===== config.mk =====
export PLATFORM = sky130hd
export DESIGN_NAME = fetch_seq
export DESIGN_NICKNAME = d
export VERILOG_FILES = /design/src/rtl/fetch_pkg.sv /design/src/rtl/pc_reg.sv /design/src/rtl/fetch_seq.sv
export SDC_FILE = /design/constraint.sdc
export NUM_CORES = 1
export LEC_CHECK = 0
export BUFFER_PORTS_ARGS = -buffer_cell sky130_fd_sc_hd__clkbuf_2
export CORE_MARGIN = 4
export CORE_UTILIZATION = 49
export CTS_CLUSTER_SIZE = 16
export DETAILED_ROUTE_END_ITERATION = 10
export PLACE_DENSITY_LB_ADDON = 0.1
export SETUP_SLACK_MARGIN = 0.15
export SLEW_MARGIN = 30
export SYNTH_ARGS = -nofsm -noshare
export SYNTH_HDL_FRONTEND = slang
export SYNTH_HIERARCHICAL = 1
export SYNTH_SLANG_ARGS = --single-unit

===== constraint.sdc =====
create_clock -name clk -period 1.95 [get_ports clk]
set_input_delay 0.585 -clock clk [delete_from_list [all_inputs] [get_ports clk]]
set_output_delay 0.585 -clock clk [all_outputs]
set_load 0.02 [all_outputs]

===== src/rtl/fetch_pkg.sv =====
// Shared definitions for the instruction fetch sequencer: state encodings,
// parameter legal ranges and derived counter widths.
package fetch_pkg;

  typedef enum logic [2:0] {
    S_IDLE  = 3'd0,
    S_FETCH = 3'd1,
    S_WAIT  = 3'd2,
    S_LOAD  = 3'd3,
    S_EXEC  = 3'd4,
    S_HALT  = 3'd5
  } state_e;

  localparam int PC_W_MIN     = 4;
  localparam int PC_W_MAX     = 16;
  localparam int EXEC_CYC_MIN = 1;
  localparam int EXEC_CYC_MAX = 15;
  localparam int WAIT_MAX_MIN = 1;
  localparam int WAIT_MAX_MAX = 255;

  // Counters are sized for the largest legal parameter so widths never change
  localparam int WCNT_W = $clog2(WAIT_MAX_MAX + 1);
  localparam int ECNT_W = $clog2(EXEC_CYC_MAX + 1);

  function automatic bit in_range(input int v, input int lo, input int hi);
    return (v >= lo) && (v <= hi);
  endfunction

endpackage


===== src/rtl/pc_reg.sv =====
// Program counter register with clear, load and wrap-around increment.
module pc_reg #(
  parameter int PC_W = 8
) (
  input  logic            clk,
  input  logic            reset,
  input  logic            clr,
  input  logic            inc,
  input  logic            ld,
  input  logic [PC_W-1:0] ld_val,
  output logic [PC_W-1:0] pc
);

  logic [PC_W-1:0] pc_d, pc_q;

  always_comb begin
    pc_d = pc_q;
    if (clr)      pc_d = '0;
    else if (ld)  pc_d = ld_val;
    else if (inc) pc_d = pc_q + 1'b1;
  end

  always_ff @(posedge clk or posedge reset) begin
    if (reset) pc_q <= '0;
    else       pc_q <= pc_d;
  end

  assign pc = pc_q;

endmodule


===== src/rtl/fetch_seq.sv =====
// Fetch/execute sequencer: drives instruction RAM reads, stage register loads
// and PC updates, with a bounded wait for RAM and an absorbing HALT.
module fetch_seq
  import fetch_pkg::*;
#(
  parameter int PC_W     = 8,
  parameter int EXEC_CYC = 1,
  parameter int WAIT_MAX = 7
) (
  input  logic            clk,
  input  logic            reset,
  input  logic            run,
  input  logic            mem_ready,
  input  logic            stall,
  input  logic            halt_op,
  input  logic            branch_taken,
  input  logic [PC_W-1:0] branch_target,
  output logic            ram_en,
  output logic            ram_rd,
  output logic            ram_wr,
  output logic            stage_ld,
  output logic [PC_W-1:0] pc,
  output logic [2:0]      state,
  output logic            halted,
  output logic            timeout_err
);

  if (!(in_range(PC_W, PC_W_MIN, PC_W_MAX) &&
        in_range(EXEC_CYC, EXEC_CYC_MIN, EXEC_CYC_MAX) &&
        in_range(WAIT_MAX, WAIT_MAX_MIN, WAIT_MAX_MAX))) begin : g_bad_param
    $error("fetch_seq: parameter outside legal range");
  end

  localparam logic [WCNT_W-1:0] WAIT_LAST = WCNT_W'(WAIT_MAX - 1);
  localparam logic [ECNT_W-1:0] EXEC_INIT = ECNT_W'(EXEC_CYC - 1);

  state_e            state_d, state_q;
  logic [WCNT_W-1:0] wcnt_d, wcnt_q;
  logic [ECNT_W-1:0] ecnt_d, ecnt_q;
  logic              tmo_d, tmo_q;
  logic              pc_inc, pc_ld;

  always_comb begin
    state_d = state_q;
    wcnt_d  = wcnt_q;
    ecnt_d  = ecnt_q;
    tmo_d   = tmo_q;
    pc_inc  = 1'b0;
    pc_ld   = 1'b0;
    case (state_q)
      S_IDLE:  if (run) state_d = S_FETCH;
      S_FETCH: begin
        if (mem_ready) state_d = S_LOAD;
        else begin
          state_d = S_WAIT;
          wcnt_d  = '0;
        end
      end
      // Data arriving on the limit cycle still wins over the timeout
      S_WAIT: begin
        if (mem_ready) state_d = S_LOAD;
        else if (wcnt_q == WAIT_LAST) begin
          state_d = S_HALT;
          tmo_d   = 1'b1;
        end else wcnt_d = wcnt_q + 1'b1;
      end
      S_LOAD: begin
        pc_inc  = 1'b1;
        ecnt_d  = EXEC_INIT;
        state_d = S_EXEC;
      end
      S_EXEC: begin
        if (!stall) begin
          if (ecnt_q != '0) ecnt_d = ecnt_q - 1'b1;
          else if (halt_op) state_d = S_HALT;
          else begin
            pc_ld   = branch_taken;
            state_d = run ? S_FETCH : S_IDLE;
          end
        end
      end
      S_HALT:  state_d = S_HALT;
      default: state_d = S_IDLE;
    endcase
  end

  always_ff @(posedge clk or posedge reset) begin
    if (reset) begin
      state_q <= S_IDLE;
      wcnt_q  <= '0;
      ecnt_q  <= '0;
      tmo_q   <= 1'b0;
    end else begin
      state_q <= state_d;
      wcnt_q  <= wcnt_d;
      ecnt_q  <= ecnt_d;
      tmo_q   <= tmo_d;
    end
  end

  pc_reg #(.PC_W(PC_W)) u_pc (
    .clk    (clk),
    .reset  (reset),
    .clr    (1'b0),
    .inc    (pc_inc),
    .ld     (pc_ld),
    .ld_val (branch_target),
    .pc     (pc)
  );

  // Strobes decode the registered state only
  assign ram_en      = (state_q == S_FETCH) || (state_q == S_WAIT);
  assign ram_rd      = ram_en;
  assign ram_wr      = 1'b0;
  assign stage_ld    = (state_q == S_LOAD);
  assign halted      = (state_q == S_HALT);
  assign state       = state_q;
  assign timeout_err = tmo_q;

endmodule


==> reports/qor.yml, run 1 <==
syn_inst: 163
diodes: 0
cts_tree: "yes"
synth-seq-cells: 24
synthXorXnorAreaFrac_pct: 2.85
track_usage_pct: 20.6
yosys_warnings: 6
final_area_um2: 2370
min_period_ns: 1.92
stdcell_count: 268
vias_per_cell: 5.69
ios: 32
first_iter_violations: 112
start_kind: "register"
grt_setup_unrepaired: "true"
cap_violations: 0
fmax_ghz: 0.520
die_area_um2: 4100
ys_seq_area_share_pct: 39.1
tns_ns: 0
cts_root_buf: "clkbuf_4"
cts_buffers: 3
clk_latency_ns: 0.32
grt_start_max_net_pins: 17
hold_violations: 0
netlist_area_um2: 1540
clk_pin_slew_worst_paths_ns: 0.15
critPathCaptureType: "output pin"
cp.arrival_ns: 1.34
fillers: 194
yosys.area_share.simple_pct: 25.6
io_buffers: 30
hpwl_um: 2720
clock_path_buffers: 2
holdCritPathClass: "input pin to async pin"
setup_viol: 0
finalPower_uw: 2810
core-area_um2: 3030
maxSlewViolCount: 0
p_leak_uw: 0.00106
clock-skew-final_ns: 0.00709
crit_type: "register to output pin"
synth_compound_gate_area_share_pct: 16.7
worst_pin_slew_ns: 0.649
power.density_nw_per_um2: 1190
place_congestion: 0.779
slew_headroom_pct: 56.7
outcome: "completed"
synth.avg_cell_area_um2: 9.43
postRouteAntennaNets: 0
fp.dieH_um: 64.0
critPathMaxFanout: 5
layout.nets: 244
place_inst: 242
synth_edf_count: 0
grt_pass1_vias: 1514
crit_required_ns: 1.36
timing.final.crit_share_pct: 98.7
drc: 0
grt_pass1_wl_um: 6740
multi_input_area_um2: 1090
die_w_um: 64.0
vdd_drop_max_uv: 501
synthArstFlopShare_pct: 100
initial_core_util_pct: 50.8
cts_max_level: 1
antenna_found_initial: 0
layout-drive-gt1-share_pct: 54.0
synthMuxAreaShare_pct: 5.29
synth-main-ff-cell: "dfrtp_1"
cts_sinks: 24
synth_adder_area_share_pct: 3.25
grt-ovfl-total: 0
wl_um: 4500
dpl_cell_area_um2: 1820
routedWlPerCell_um: 16.8
rows: 20
synth.distinct_cells: 50
seqCellArea_um2: 604
vias: 1525
first_pass_iters: 4
synth_top_family_by_area: "simple AND/OR/NAND/NOR gates"
areaGrowthSynthToFinish_pct: 53.9
power breakdown:
| group | switching (uW) | leakage [uW] | internal [uW] |
|---|---|---|---|
| sequential | 180 | 0.000319 | 611 |
| combinational | 770 | 0.000711 | 872 |
| clock | 166 | 0.0000279 | 208 |
timing repair:
action | 4_1_cts | 5_1_grt
pin swaps | 6 | 13
setup buffers | 15 | 7
endpoints found under the setup margin | 12 | 27
cloned | 1 | 0
resized for setup | 17 | 58
endpoints found under the hold margin | 0 | 0
hold buffers | 0 | 0
cell type report:
class | count | share of cell area [%]
inverters | 14 | 2.75
well taps | 44 | 2.33
flip-flops and latches | 24 | 25.5
multi-input cells | 116 | 46.0
clock buffers | 3 | 0.952
repair buffers | 66 | 21.2
clock inverters | 1 | 1.27
routing by layer:
layer	part of all wire [%]	vias to the layer above	GRT usage, %
met5	0	-	0
met4	3.0	0	6.20
met3	3.5	14	2.99
met2	52	46	37.5
met1	41	744	24.8
li1	-	721	-
cell families after synthesis:
logic type | count (synthesis)
adder cells (fa/ha/maj) | 4
flip-flops | 24
multiplexers | 8
AO/OA/AOI/OAI | 33
buffers and inverters | 24
other | 1
AND/OR/NAND/NOR | 64
XOR/XNOR | 5
stage by stage:
step	hold slack [ns]	util, %	setup slack (ns)
floorplan	0.401	-	0.151
global placement	0.466	60.2	-0.0827
detailed placement	0.473	60.2	-0.100
CTS	0.184	68.8	0.0496
global route	0.183	78.1	-0.0764
finish	0.186	78.1	0.0261
path summary, 6_finish.rpt:
kind                                      endpoint  slack [ns]  cells after the start               startpoint
setup reg to reg            u_pc/pc[5]$_DFFE_PP0P_        0.04                      8     state[0]$_DFFE_PP0P_
hold / removal              u_pc/pc[3]$_DFFE_PP0P_        0.19                      2                    reset
setup / recovery                            ram_rd        0.03                      4     state[0]$_DFFE_PP0P_
max in group asynchronous     state[1]$_DFFE_PP0P_        1.18                      2                    reset
hold reg to reg            timeout_err$_DFFE_PP0P_        0.50                      1  timeout_err$_DFFE_PP0P_
min in group clk           timeout_err$_DFFE_PP0P_        0.50                      1  timeout_err$_DFFE_PP0P_
Yosys cell counts (3+ instances only):
master | n | area [um2]
dfrtp_1 | 24 | 601
inv_1 | 13 | 48.8
nand2_1 | 13 | 48.8
nor2_1 | 8 | 30.0
mux2i_1 | 7 | 70.1
a211oi_1 | 5 | 37.5
nand3_1 | 5 | 25.0
o211ai_1 | 5 | 37.5
a21oi_1 | 4 | 20.0
ha_1 | 4 | 50.1
nand2b_1 | 4 | 25.0
or3_1 | 4 | 25.0
a311oi_1 | 3 | 26.3
and3_1 | 3 | 18.8
clkbuf_1 | 3 | 11.3
nor4b_1 | 3 | 26.3
o21ai_0 | 3 | 15.0
or2_2 | 3 | 18.8
xnor2_1 | 3 | 26.3
placed cells by master, fill, tap and decap left out, types with 4 or more instances in the layout:
cell type  synthesis  routed
nand3_1            5       4
inv_1             13       8
a211oi_2           0       4
nand2_1           13      12
mux2i_1            7       7
buf_6              1      12
clkbuf_2           0      24
nand2b_1           4       4
or3_1              4       4
o211ai_1           5       5
dfrtp_1           24      21
buf_4              2      27
critical path: stages (launching register included):
cell,delay (ns)
dfrtp_2,0.46
buf_6,0.15
xnor2_4,0.12
nor2_4,0.13
clkbuf_8,0.15
(Power assumes the default switching activity.)
==> run 2, diff against run 1 <==
--- a/config.mk
+++ b/config.mk
@@ -7,7 +7,7 @@
 export LEC_CHECK = 0
 export BUFFER_PORTS_ARGS = -buffer_cell sky130_fd_sc_hd__clkbuf_2
 export CORE_MARGIN = 4
-export CORE_UTILIZATION = 49
+export CORE_UTILIZATION = 54
 export CTS_CLUSTER_SIZE = 16
 export DETAILED_ROUTE_END_ITERATION = 10
 export PLACE_DENSITY_LB_ADDON = 0.1
==> constraint.sdc (replaced) <==
create_clock -name clk -period 2 [get_ports clk]
set_input_delay 0.6 -clock clk [delete_from_list [all_inputs] [get_ports clk]]
set_output_delay 0.6 -clock clk [all_outputs]
set_load 0.02 [all_outputs]
==> reports/qor.yml, run 2 (synthesized netlist as in run 1, its figures left out) <==
outcome: "completed"
cts_buffers: 3  # unchanged
multi_input_area_um2: 980  # -10%
place_congestion: 0.830  # +6.6%
ios: 32  # unchanged
vias_per_cell: 6.09  # +7.1%
hpwl_um: 2790  # +2.8%
critPathMaxFanout: 7  # +2
die_w_um: 61.4  # -4.1%
cp.arrival_ns: 1.35  # about the same
track_usage_pct: 25.3  # +4.7 points
final_area_um2: 2200  # -7.2%
cts_sinks: 24  # unchanged
critPathCaptureType: "output pin"
min_period_ns: 1.95
areaGrowthSynthToFinish_pct: 42.8
initial_core_util_pct: 56.2  # +5.5 points
hold_violations: 0  # unchanged
maxSlewViolCount: 0  # unchanged
die_area_um2: 3770  # -8.1%
cap_violations: 0  # unchanged
wl_met1_um: 1750  # -5.3%
rows: 19  # -5.0%
slew_headroom_pct: 58.0  # +1.4 points
power.density_nw_per_um2: 1200  # +0.95%
wl_um: 4560  # +1.4%
diodes: 0  # unchanged
core-area_um2: 2730  # -9.7%
postRouteAntennaNets: 0  # unchanged
finalPower_uw: 2630  # -6.3%
holdCritPathClass: "input pin to async pin"
worst_pin_slew_ns: 0.629  # -0.0202 ns
start_kind: "register"
routed-wl-met2_um: 2420  # +2.7%
layout-drive-gt1-share_pct: 47.3  # -6.7 points
clk_latency_ns: 0.33  # about the same
first_iter_violations: 123  # +9.8%
cts_hold_buf: 0  # unchanged
layout.nets: 242  # -0.82%
p_leak_uw: 0.00100  # -5.1%
grt-ovfl-total: 0  # unchanged
vdd_drop_max_uv: 1440  # +190%
antenna_found_initial: 0  # unchanged
seqCellArea_um2: 604  # unchanged
highest_layer: "met4"
fp.dieH_um: 61.4  # -4.1%
grt_pass1_vias: 1514  # unchanged
crit_required_ns: 1.40  # +0.04 ns
clock_path_buffers: 2  # unchanged
cts_max_level: 1  # unchanged
clock-skew-final_ns: 0.00553  # -0.00156 ns
cts_tree: "yes"
routedWlPerCell_um: 18.0  # +7.4%
crit_type: "register to output pin"
grt_pass1_wl_um: 6960  # +3.3%
drc: 0  # unchanged
clk_pin_slew_worst_paths_ns: 0.14  # about the same
layout_common_cells: "26 x clkbuf_2, 26 x buf_4, 21 x dfrtp_1"
cts_root_buf: "clkbuf_4"
first_pass_iters: 5  # +1
io_buffers: 30  # unchanged
setup_viol: 0  # unchanged
vias: 1542  # +1.1%
dpl_cell_area_um2: 1790  # -2.0%
wl_met3_um: 289  # +84%
grt_start_max_net_pins: 17  # unchanged
grt_setup_unrepaired: "true"
fillers: 171  # -12%
timing.final.crit_share_pct: 97.3
fmax_ghz: 0.514
==> run 2: worst max-delay path: stages (launching register included) <==
cell,delay (ns)
dfrtp_2,0.45
buf_4,0.17
inv_2,0.08
and3_4,0.18
clkbuf_8,0.14
==> run 2: where the power goes <==
part | internal (uW) | leakage (uW) | switching, uW
clock | 203 | 0.0000279 | 161
sequential | 596 | 0.000319 | 154
combinational | 777 | 0.000657 | 740
==> run 2: area by class of cell <==
| class | count | share of cell area [%] |
|---|---|---|
| clock buffer | 3 | 1.03 |
| clock inverter | 1 | 1.37 |
| inverter | 14 | 2.74 |
| multi-input combinational | 117 | 44.6 |
| sequential | 24 | 27.5 |
| tap | 31 | 1.77 |
| timing repair buffer | 63 | 21.0 |
==> run 2: worst paths after layout <==
path                                         startpoint                      end  slack [ns]  cells past startpoint
min in group clk                timeout_err$_DFFE_PP0P_  timeout_err$_DFFE_PP0P_        0.49                      1
max in group asynchronous                         reset     state[1]$_DFFE_PP0P_        1.24                      2
worst max-delay path               state[1]$_DFFE_PP0P_                   halted        0.05                      4
worst min register to register  timeout_err$_DFFE_PP0P_  timeout_err$_DFFE_PP0P_        0.49                      1
worst max register to register    ecnt_q[1]$_DFFE_PP0P_   u_pc/pc[3]$_DFFE_PP0P_        0.14                      7
worst min-delay path                              reset   u_pc/pc[5]$_DFFE_PP0P_        0.19                      2
==> run 2: per-stage QoR <==
stage	util (%)	hold WS [ns]	instances	setup WS, ns	setup TNS [ns]
finish	80.3	0.186	253	0.0535	0
global placement	65.4	0.465	227	0.0207	0
global route	80.3	0.203	253	0.0234	0
detailed placement	65.4	0.464	227	-0.110	-0.538
floorplan	-	0.416	164	0.152	0
CTS	75.6	0.195	250	0.0546	0
==> run 2: routing by layer <==
layer / track usage, % / up-vias
met1: 29.6 / 746
met4: 9.39 / 0
li1: - / 716
met5: 0 / -
met2: 46.5 / 68
met3: 3.77 / 12
==> run 2: what timing repair did <==
item	CTS	global route
cloned	1	0
setup endpoints to repair	12	21
resized for setup	19	24
pin swaps	6	6
buffers inserted	18	3
